### src/rtl/adpcm_mc_if.sv
// Request/response bundle between the sample DMA (master) and the adpcm_mc codec (slave).
interface adpcm_mc_if #(
    parameter int CH_W = 2
);
    logic            enable;
    logic            sel_rx;
    logic [CH_W-1:0] ch;
    logic            clr;
    logic            req;
    logic [15:0]     rx_pcm;
    logic [3:0]      rx_adpcm;
    logic [3:0]      tx_adpcm;
    logic [15:0]     tx_pcm;
    logic            ack;
    logic            busy;
    logic            ovr;
    logic            err;

    modport master (
        output enable, sel_rx, ch, clr, req, rx_pcm, rx_adpcm,
        input  tx_adpcm, tx_pcm, ack, busy, ovr, err
    );
    modport slave (
        input  enable, sel_rx, ch, clr, req, rx_pcm, rx_adpcm,
        output tx_adpcm, tx_pcm, ack, busy, ovr, err
    );
endinterface

### src/rtl/adpcm_mc.sv
// Multi-channel IMA ADPCM codec: one bit-serial encode/decode datapath shared by NCH channels,
// each keeping its own predictor and step index.
module adpcm_mc #(
    parameter int NCH        = 4,
    parameter int CH_W       = 2,
    parameter int PCM_W      = 16,
    parameter int INIT_INDEX = 0
) (
    input  logic      clk,
    input  logic      rstn,
    adpcm_mc_if.slave bus
);
    if (PCM_W != 16) begin : g_pcm_w_check
        $error("adpcm_mc: PCM_W must be 16");
    end
    if (NCH < 1 || NCH > 16 || (1 << CH_W) < NCH) begin : g_nch_check
        $error("adpcm_mc: NCH must be 1..16 and fit in CH_W bits");
    end
    if (INIT_INDEX < 0 || INIT_INDEX > 88) begin : g_init_check
        $error("adpcm_mc: INIT_INDEX must be 0..88");
    end

    typedef enum logic [2:0] {S_IDLE, S_LOAD, S_B2, S_B1, S_B0, S_UPD, S_ACK} state_t;

    localparam int STEP_TBL [89] = '{
        7, 8, 9, 10, 11, 12, 13, 14, 16, 17, 19, 21, 23, 25, 28, 31, 34, 37, 41, 45,
        50, 55, 60, 66, 73, 80, 88, 97, 107, 118, 130, 143, 157, 173, 190, 209, 230,
        253, 279, 307, 337, 371, 408, 449, 494, 544, 598, 658, 724, 796, 876, 963,
        1060, 1166, 1282, 1411, 1552, 1707, 1878, 2066, 2272, 2499, 2749, 3024, 3327,
        3660, 4026, 4428, 4871, 5358, 5894, 6484, 7132, 7845, 8630, 9493, 10442, 11487,
        12635, 13899, 15289, 16818, 18500, 20350, 22385, 24623, 27086, 29794, 32767
    };

    state_t             state_q, state_d;
    logic               armed_q, armed_d, req_dly_q, req_dly_d;
    logic [CH_W-1:0]    ch_q, ch_d;
    logic               sel_q, sel_d, oor_q, oor_d;
    logic [15:0]        pcm_in_q, pcm_in_d;
    logic signed [15:0] wpred_q, wpred_d;
    logic [6:0]         widx_q, widx_d;
    logic [15:0]        step_q, step_d;
    logic [16:0]        mag_q, mag_d;
    logic [3:0]         code_q, code_d;
    logic [3:0]         tx_adpcm_q, tx_adpcm_d;
    logic [15:0]        tx_pcm_q, tx_pcm_d;
    logic               ovr_q, ovr_d, err_q, err_d;
    logic signed [15:0] pred_q [NCH];
    logic signed [15:0] pred_d [NCH];
    logic [6:0]         idx_q [NCH];
    logic [6:0]         idx_d [NCH];

    logic               req_tgl;
    logic [1:0]         bpos;
    logic signed [16:0] diff;
    logic [16:0]        trial, dq;
    logic signed [17:0] sum;
    logic signed [15:0] newp;
    logic signed [8:0]  nidx;

    always_comb begin
        state_d    = state_q;    ch_d     = ch_q;     sel_d    = sel_q;
        oor_d      = oor_q;      pcm_in_d = pcm_in_q; wpred_d  = wpred_q;
        widx_d     = widx_q;     step_d   = step_q;   mag_d    = mag_q;
        code_d     = code_q;     tx_pcm_d = tx_pcm_q; tx_adpcm_d = tx_adpcm_q;
        ovr_d      = ovr_q;      err_d    = err_q;
        pred_d     = pred_q;     idx_d    = idx_q;
        req_dly_d  = bus.req;    armed_d  = 1'b1;
        req_tgl    = armed_q & (bus.req ^ req_dly_q);
        bpos = 2'd0; diff = '0; trial = '0; dq = '0; sum = '0; newp = '0; nidx = '0;

        if (req_tgl && state_q != S_IDLE) ovr_d = 1'b1;

        case (state_q)
            S_IDLE: if (req_tgl && bus.enable) begin
                ch_d     = bus.ch;
                sel_d    = bus.sel_rx;
                pcm_in_d = bus.rx_pcm;
                code_d   = bus.rx_adpcm;
                oor_d    = int'(bus.ch) >= NCH;
                if (oor_d) err_d = 1'b1;
                state_d  = S_LOAD;
            end
            S_LOAD: begin
                wpred_d = '0;
                widx_d  = 7'(INIT_INDEX);
                if (!oor_q) begin
                    wpred_d = pred_q[ch_q];
                    widx_d  = idx_q[ch_q];
                end
                step_d = 16'(STEP_TBL[widx_d]);
                diff   = $signed({pcm_in_q[15], pcm_in_q}) - $signed({wpred_d[15], wpred_d});
                if (!sel_q) begin
                    code_d = {diff[16], 3'b000};
                    mag_d  = diff[16] ? 17'(-diff) : 17'(diff);
                end
                state_d = S_B2;
            end
            S_B2, S_B1, S_B0: begin
                // MSB-first successive approximation against step, step/2, step/4
                bpos  = (state_q == S_B2) ? 2'd2 : (state_q == S_B1) ? 2'd1 : 2'd0;
                trial = {1'b0, step_q} >> (2'd2 - bpos);
                if (!sel_q && mag_q >= trial) begin
                    mag_d        = mag_q - trial;
                    code_d[bpos] = 1'b1;
                end
                state_d = (bpos == 2'd0) ? S_UPD : state_t'(state_q + 3'd1);
            end
            S_UPD: begin
                dq = {4'b0, step_q[15:3]};
                if (code_q[2]) dq = dq + {1'b0, step_q};
                if (code_q[1]) dq = dq + {2'b0, step_q[15:1]};
                if (code_q[0]) dq = dq + {3'b0, step_q[15:2]};
                sum = code_q[3] ? $signed({{2{wpred_q[15]}}, wpred_q}) - $signed({1'b0, dq})
                                : $signed({{2{wpred_q[15]}}, wpred_q}) + $signed({1'b0, dq});
                if (sum > 18'sd32767)       newp = 16'sh7fff;
                else if (sum < -18'sd32768) newp = 16'sh8000;
                else                        newp = sum[15:0];
                nidx = $signed({2'b00, widx_q}) +
                       (code_q[2] ? $signed({6'b0, code_q[1:0], 1'b0}) + 9'sd2 : -9'sd1);
                if (!oor_q) begin
                    pred_d[ch_q] = newp;
                    idx_d[ch_q]  = (nidx < 0) ? 7'd0 : (nidx > 9'sd88) ? 7'd88 : nidx[6:0];
                    tx_pcm_d     = newp;
                    if (!sel_q) tx_adpcm_d = code_q;
                end
                state_d = S_ACK;
            end
            default: state_d = S_IDLE;
        endcase

        // Losing enable abandons the request before any channel state is written.
        if (!bus.enable && state_q != S_IDLE) begin
            state_d    = S_IDLE;
            pred_d     = pred_q;
            idx_d      = idx_q;
            tx_pcm_d   = tx_pcm_q;
            tx_adpcm_d = tx_adpcm_q;
        end
        if (bus.clr) begin
            state_d = S_IDLE;
            ovr_d   = 1'b0;
            err_d   = 1'b0;
            for (int i = 0; i < NCH; i++) begin
                pred_d[i] = '0;
                idx_d[i]  = 7'(INIT_INDEX);
            end
        end
    end

    always_ff @(posedge clk or negedge rstn) begin
        if (!rstn) begin
            state_q  <= S_IDLE; armed_q  <= 1'b0; req_dly_q <= 1'b0;
            ch_q     <= '0;     sel_q    <= 1'b0; oor_q     <= 1'b0;
            pcm_in_q <= '0;     wpred_q  <= '0;   widx_q    <= '0;
            step_q   <= '0;     mag_q    <= '0;   code_q    <= '0;
            tx_pcm_q <= '0;     tx_adpcm_q <= '0;
            ovr_q    <= 1'b0;   err_q    <= 1'b0;
            for (int i = 0; i < NCH; i++) begin
                pred_q[i] <= '0;
                idx_q[i]  <= 7'(INIT_INDEX);
            end
        end else begin
            state_q  <= state_d;  armed_q  <= armed_d;  req_dly_q <= req_dly_d;
            ch_q     <= ch_d;     sel_q    <= sel_d;    oor_q     <= oor_d;
            pcm_in_q <= pcm_in_d; wpred_q  <= wpred_d;  widx_q    <= widx_d;
            step_q   <= step_d;   mag_q    <= mag_d;    code_q    <= code_d;
            tx_pcm_q <= tx_pcm_d; tx_adpcm_q <= tx_adpcm_d;
            ovr_q    <= ovr_d;    err_q    <= err_d;
            pred_q   <= pred_d;   idx_q    <= idx_d;
        end
    end

    assign bus.tx_adpcm = tx_adpcm_q;
    assign bus.tx_pcm   = tx_pcm_q;
    assign bus.ack      = (state_q == S_ACK);
    assign bus.busy     = (state_q != S_IDLE);
    assign bus.ovr      = ovr_q;
    assign bus.err      = err_q;
endmodule

### src/flat_wrapper.sv
// flat-port wrapper written by rule: the top's interface ports become plain ports
module adpcm_mc_flat 
#(
    parameter int NCH        = 4,
    parameter int CH_W       = 2,
    parameter int PCM_W      = 16,
    parameter int INIT_INDEX = 0
)
  (clk, rstn, bus_enable, bus_sel_rx, bus_ch, bus_clr, bus_req, bus_rx_pcm, bus_rx_adpcm, bus_tx_adpcm, bus_tx_pcm, bus_ack, bus_busy, bus_ovr, bus_err);
  adpcm_mc_if #(.CH_W(CH_W)) bus_i ();
  input  logic clk;
  input  logic rstn;
  input wire logic [$bits(bus_i.enable)-1:0] bus_enable;
  input wire logic [$bits(bus_i.sel_rx)-1:0] bus_sel_rx;
  input wire logic [$bits(bus_i.ch)-1:0] bus_ch;
  input wire logic [$bits(bus_i.clr)-1:0] bus_clr;
  input wire logic [$bits(bus_i.req)-1:0] bus_req;
  input wire logic [$bits(bus_i.rx_pcm)-1:0] bus_rx_pcm;
  input wire logic [$bits(bus_i.rx_adpcm)-1:0] bus_rx_adpcm;
  output wire logic [$bits(bus_i.tx_adpcm)-1:0] bus_tx_adpcm;
  output wire logic [$bits(bus_i.tx_pcm)-1:0] bus_tx_pcm;
  output wire logic [$bits(bus_i.ack)-1:0] bus_ack;
  output wire logic [$bits(bus_i.busy)-1:0] bus_busy;
  output wire logic [$bits(bus_i.ovr)-1:0] bus_ovr;
  output wire logic [$bits(bus_i.err)-1:0] bus_err;
  assign bus_i.enable = bus_enable;
  assign bus_i.sel_rx = bus_sel_rx;
  assign bus_i.ch = bus_ch;
  assign bus_i.clr = bus_clr;
  assign bus_i.req = bus_req;
  assign bus_i.rx_pcm = bus_rx_pcm;
  assign bus_i.rx_adpcm = bus_rx_adpcm;
  assign bus_tx_adpcm = bus_i.tx_adpcm;
  assign bus_tx_pcm = bus_i.tx_pcm;
  assign bus_ack = bus_i.ack;
  assign bus_busy = bus_i.busy;
  assign bus_ovr = bus_i.ovr;
  assign bus_err = bus_i.err;
  adpcm_mc #(.NCH(NCH), .CH_W(CH_W), .PCM_W(PCM_W), .INIT_INDEX(INIT_INDEX)) u_core (.clk(clk), .rstn(rstn), .bus(bus_i));
endmodule
### config.mk
export PLATFORM = sky130hd
export DESIGN_NAME = adpcm_mc_flat
export DESIGN_NICKNAME = d
export VERILOG_FILES = /design/src/rtl/adpcm_mc_if.sv /design/src/rtl/adpcm_mc.sv /design/src/flat_wrapper.sv
export SDC_FILE = /design/constraint.sdc
export NUM_CORES = 1
export LEC_CHECK = 0
export BUFFER_PORTS_ARGS = -buffer_cell sky130_fd_sc_hd__buf_2
export CAP_MARGIN = 10
export CORE_MARGIN = 1
export CORE_UTILIZATION = 45
export DETAILED_ROUTE_END_ITERATION = 8
export GPL_TIMING_DRIVEN = 1
export HOLD_SLACK_MARGIN = 0.12
export SLEW_MARGIN = 15
export SYNTH_ARGS = -nofsm -noshare
export SYNTH_HDL_FRONTEND = slang
export SYNTH_SLANG_ARGS = --single-unit
### constraint.sdc
create_clock -name clk -period 9.7 [get_ports clk]
set_clock_uncertainty 0.05 [all_clocks]
set_input_delay 0.485 -clock clk [delete_from_list [all_inputs] [get_ports clk]]
set_output_delay 0.485 -clock clk [all_outputs]
set_load 0.1 [all_outputs]
==> metrics.txt <==
status=finished, final reports clean; crit path max-delay cell type=or4_1; clk sinks=196; RR Startpoint=u_core.step_q[3]$_DFFE_PN0P_; Yosys top cell by area=dfrtp_1; Clock transition at path regs=90 ps; Syn Inst Count=1954; antenna violations before repair=0; critical path type=reg2reg; cell row count=69; most frequent cells in the layout=nand2_1 (255), o21ai_0 (201), dfrtp_1 (195); clock latency on the worst-skew pair=460 ps; crit path time final=9130 ps; Post-synth EDFFs=0; Worst Tran Pin Value=1180 ps; wl on met1=23000 µm; # diodes=0; DR iter-0 viols=1094; CP startpoint kind=register; CP Data Required Time=9960 ps; Net Count, Synth=2103; Routed Antenna Nets=0; HPWL after DPL=35300 µm; post-synth cell types=93; reg-to-reg critical path endpoint=u_core.pred_q[53]$_DFFE_PN0P_; IO Port Bufs=50; synth top area cells=dfrtp_1 (30%), ha_1 (8.8%), o21ai_0 (6.2%); PnR worst setup slack=567 ps; crit path DAT=9390 ps; Placed Cells incl. Taps=2396; Static Leakage=7.84 nW; Bufs on Longest Clock Path=2; chip width=192 µm; Hold Slack=201 ps; cell area after synthesis=16200 µm²; H-tree levels=4; max layer used=met4; share of cells above drive strength 1=0.121; Die Y=192 µm; R2R depth=38; number of synthesized register bits=196; share of the synthesized area in the top cell type=0.302; CP max stage delay=510 ps; commonest non-fill, non-tap cell in the layout=nand2_1; Layout Area Growth over Synthesis=9.06%; drt total wl=48800 µm; Final setup viols=0; FF-to-FF setup slack=570 ps; number of detailed-route iterations in the first pass=8; drt wl/cell=20.0 µm; pwr/cell area=333 nW/µm²; relative slew slack=0.191; Top-Level Pins=52; Initial Utilization=0.457; Layout Cells excl Fill=2436; # DRC=0; GRT Util Overall=0.269; Hold Path Sink=u_core.sel_q$_DFFE_PN0P_; vias per inst=6.00; Final GP Congestion=0.960; pin count of the biggest net entering global routing=79; core area=35600 µm²; Max Cap Viol=0; Slew Viols, Final=0; Place WS=318 ps; GRT overflow=0; global-route wire length before repair=76700 µm; Vias=14600; Mean Syn Cell Area=8.31 µm²; CTS Buf Count=17; clk root buf=clkbuf_16; routed wl met2=22400 µm; yosys warns=0; hold-critical path depth=2; ys async rst share=1.00; Buffers & Inverters on Critical Path=2; CTS tree=yes; worst vdd ir=231 µV; vias in the first global route=13700; Final nets=2111; Worst path top cell family by delay=compound AO/OA/AOI/OAI gates; Final Hold Fails=0; f_max=109 MHz; hold wc startpoint=bus_sel_rx; DIE AREA=36900 µm²; final worst-path cycle share=0.942; Main synth FF type=dfrtp_1; WL met3=2080 µm; sequential area share after synthesis=0.302; Max Fanout on Critical Path=14; Hold WC Path Type=in2reg; crit end category=register
-- cells by family after synthesis --
logic type / share of synthesized area
other cells: 0.000462
fa+ha+maj: 0.0964
compound gates: 0.264
mux: 0.0751
xor+xnor: 0.0550
flops: 0.302
simple gates: 0.163
buf+inv: 0.0434
-- cell type report --
cell class	instances	area, µm²
Sequential cell	196	4910
Clock buffer	17	425
Clock inverter	15	200
Fill cell	3400	17900
Multi-Input combinational cell	1577	10700
Tap cell	461	577
Inverter	83	312
Timing Repair Buffer	87	558
-- cells in the mapped netlist, types with 4 or more instances --
library cell and n:
a211o_1 9, a211oi_1 23, a21o_1 30, a21oi_1 166
a21oi_4 9, a221oi_1 5, a22o_1 16, a22oi_1 4
a31o_2 6, a31oi_1 24, and2_1 13, and3_1 9
buf_1 14, clkbuf_1 79, dfrtp_1 196, fa_1 7
ha_1 114, inv_1 81, mux2_2 43, mux2i_1 27
mux4_2 20, nand2_1 256, nand2b_1 19, nand3_1 28
nand3b_1 6, nand4_1 4, nor2_1 153, nor2b_1 22
nor3_1 22, nor3b_1 4, o2111ai_1 5, o211ai_1 16
o21a_1 23, o21ai_0 202, o21ai_1 51, o21bai_1 11
o221ai_1 10, o22ai_1 10, o2bb2ai_1 4, o31a_1 5
o31ai_1 13, or2_2 8, or3_1 10, xnor2_1 76
xor2_1 26
-- worst register-to-register path: cells and delay by family (launching register included) --
| kind | cells | cell delay (ps) |
|---|---|---|
| AO/OA/AOI/OAI | 12 | 2990 |
| XOR/XNOR | 5 | 560 |
| adder cells (fa/ha/maj) | 5 | 1530 |
| buffers and inverters | 2 | 270 |
| flip-flops | 1 | 480 |
| multiplexers | 2 | 550 |
| AND/OR/NAND/NOR | 12 | 2570 |
-- repair_timing --
item                                    4_1_cts  5_1_grt
endpoints found under the hold margin        53        0
endpoints found under the setup margin        0       75
setup buffers                                 0        6
resized for setup                             0       11
hold buffers                                  2        0
-- metrics by stage --
stage	TNS [ps]	area (µm²)	utilization	power, mW
after floorplan	0	16200	-	4.00
after global placement	0	17000	0.477	4.94
after detailed placement	0	17000	0.477	4.96
after CTS	0	17600	0.495	5.75
after global routing	-321	17700	0.498	6.35
final	0	17700	0.498	5.91
-- flip-flops by register name (all words and copies together), names as in the netlist, 2 cells and up --
| signal | cells |
|---|---|
| u_core.idx_q | 28 |
| u_core.mag_q | 17 |
| u_core.pred_q | 64 |
| u_core.ch_q | 2 |
| u_core.step_q | 15 |
| u_core.code_q | 4 |
| u_core.pcm_in_q | 16 |
| u_core.bus.tx_adpcm | 4 |
| u_core.wpred_q | 16 |
| u_core.widx_q | 7 |
| u_core.state_q | 3 |
| u_core.bus.tx_pcm | 16 |
-- how the worst max path moves through the flow --
stage                                       from                            end  slack (ps)  cells past startpoint
global placement    u_core.step_q[3]$_DFFE_PN0P_  u_core.pred_q[50]$_DFFE_PN0P_         590                     38
detailed placement  u_core.step_q[3]$_DFFE_PN0P_  u_core.pred_q[34]$_DFFE_PN0P_         320                     39
global route        u_core.step_q[3]$_DFFE_PN0P_  u_core.pred_q[53]$_DFFE_PN0P_         -60                     38
CTS                 u_core.step_q[3]$_DFFE_PN0P_  u_core.pred_q[50]$_DFFE_PN0P_         230                     39
floorplan           u_core.step_q[3]$_DFFE_PN0P_  u_core.pred_q[37]$_DFFE_PN0P_        1390                     39
finish              u_core.step_q[3]$_DFFE_PN0P_  u_core.pred_q[53]$_DFFE_PN0P_         570                     38
-- where the power goes --
part / switching [mW] / leakage [nW] / internal, mW
clock: 0.387 / 0.305 / 0.379
combinational: 2.57 / 4.89 / 1.57
sequential: 0.0936 / 2.64 / 0.906
total: 3.05 / 7.84 / 2.86
-- layer usage --
metal | up-vias | global-route usage
met5 | - | 0
met4 | 0 | 0.0921
met3 | 77 | 0.0263
met2 | 412 | 0.427
met1 | 7073 | 0.381
li1 | 7062 | -
Note: power is estimated with default switching activity, not from simulation.
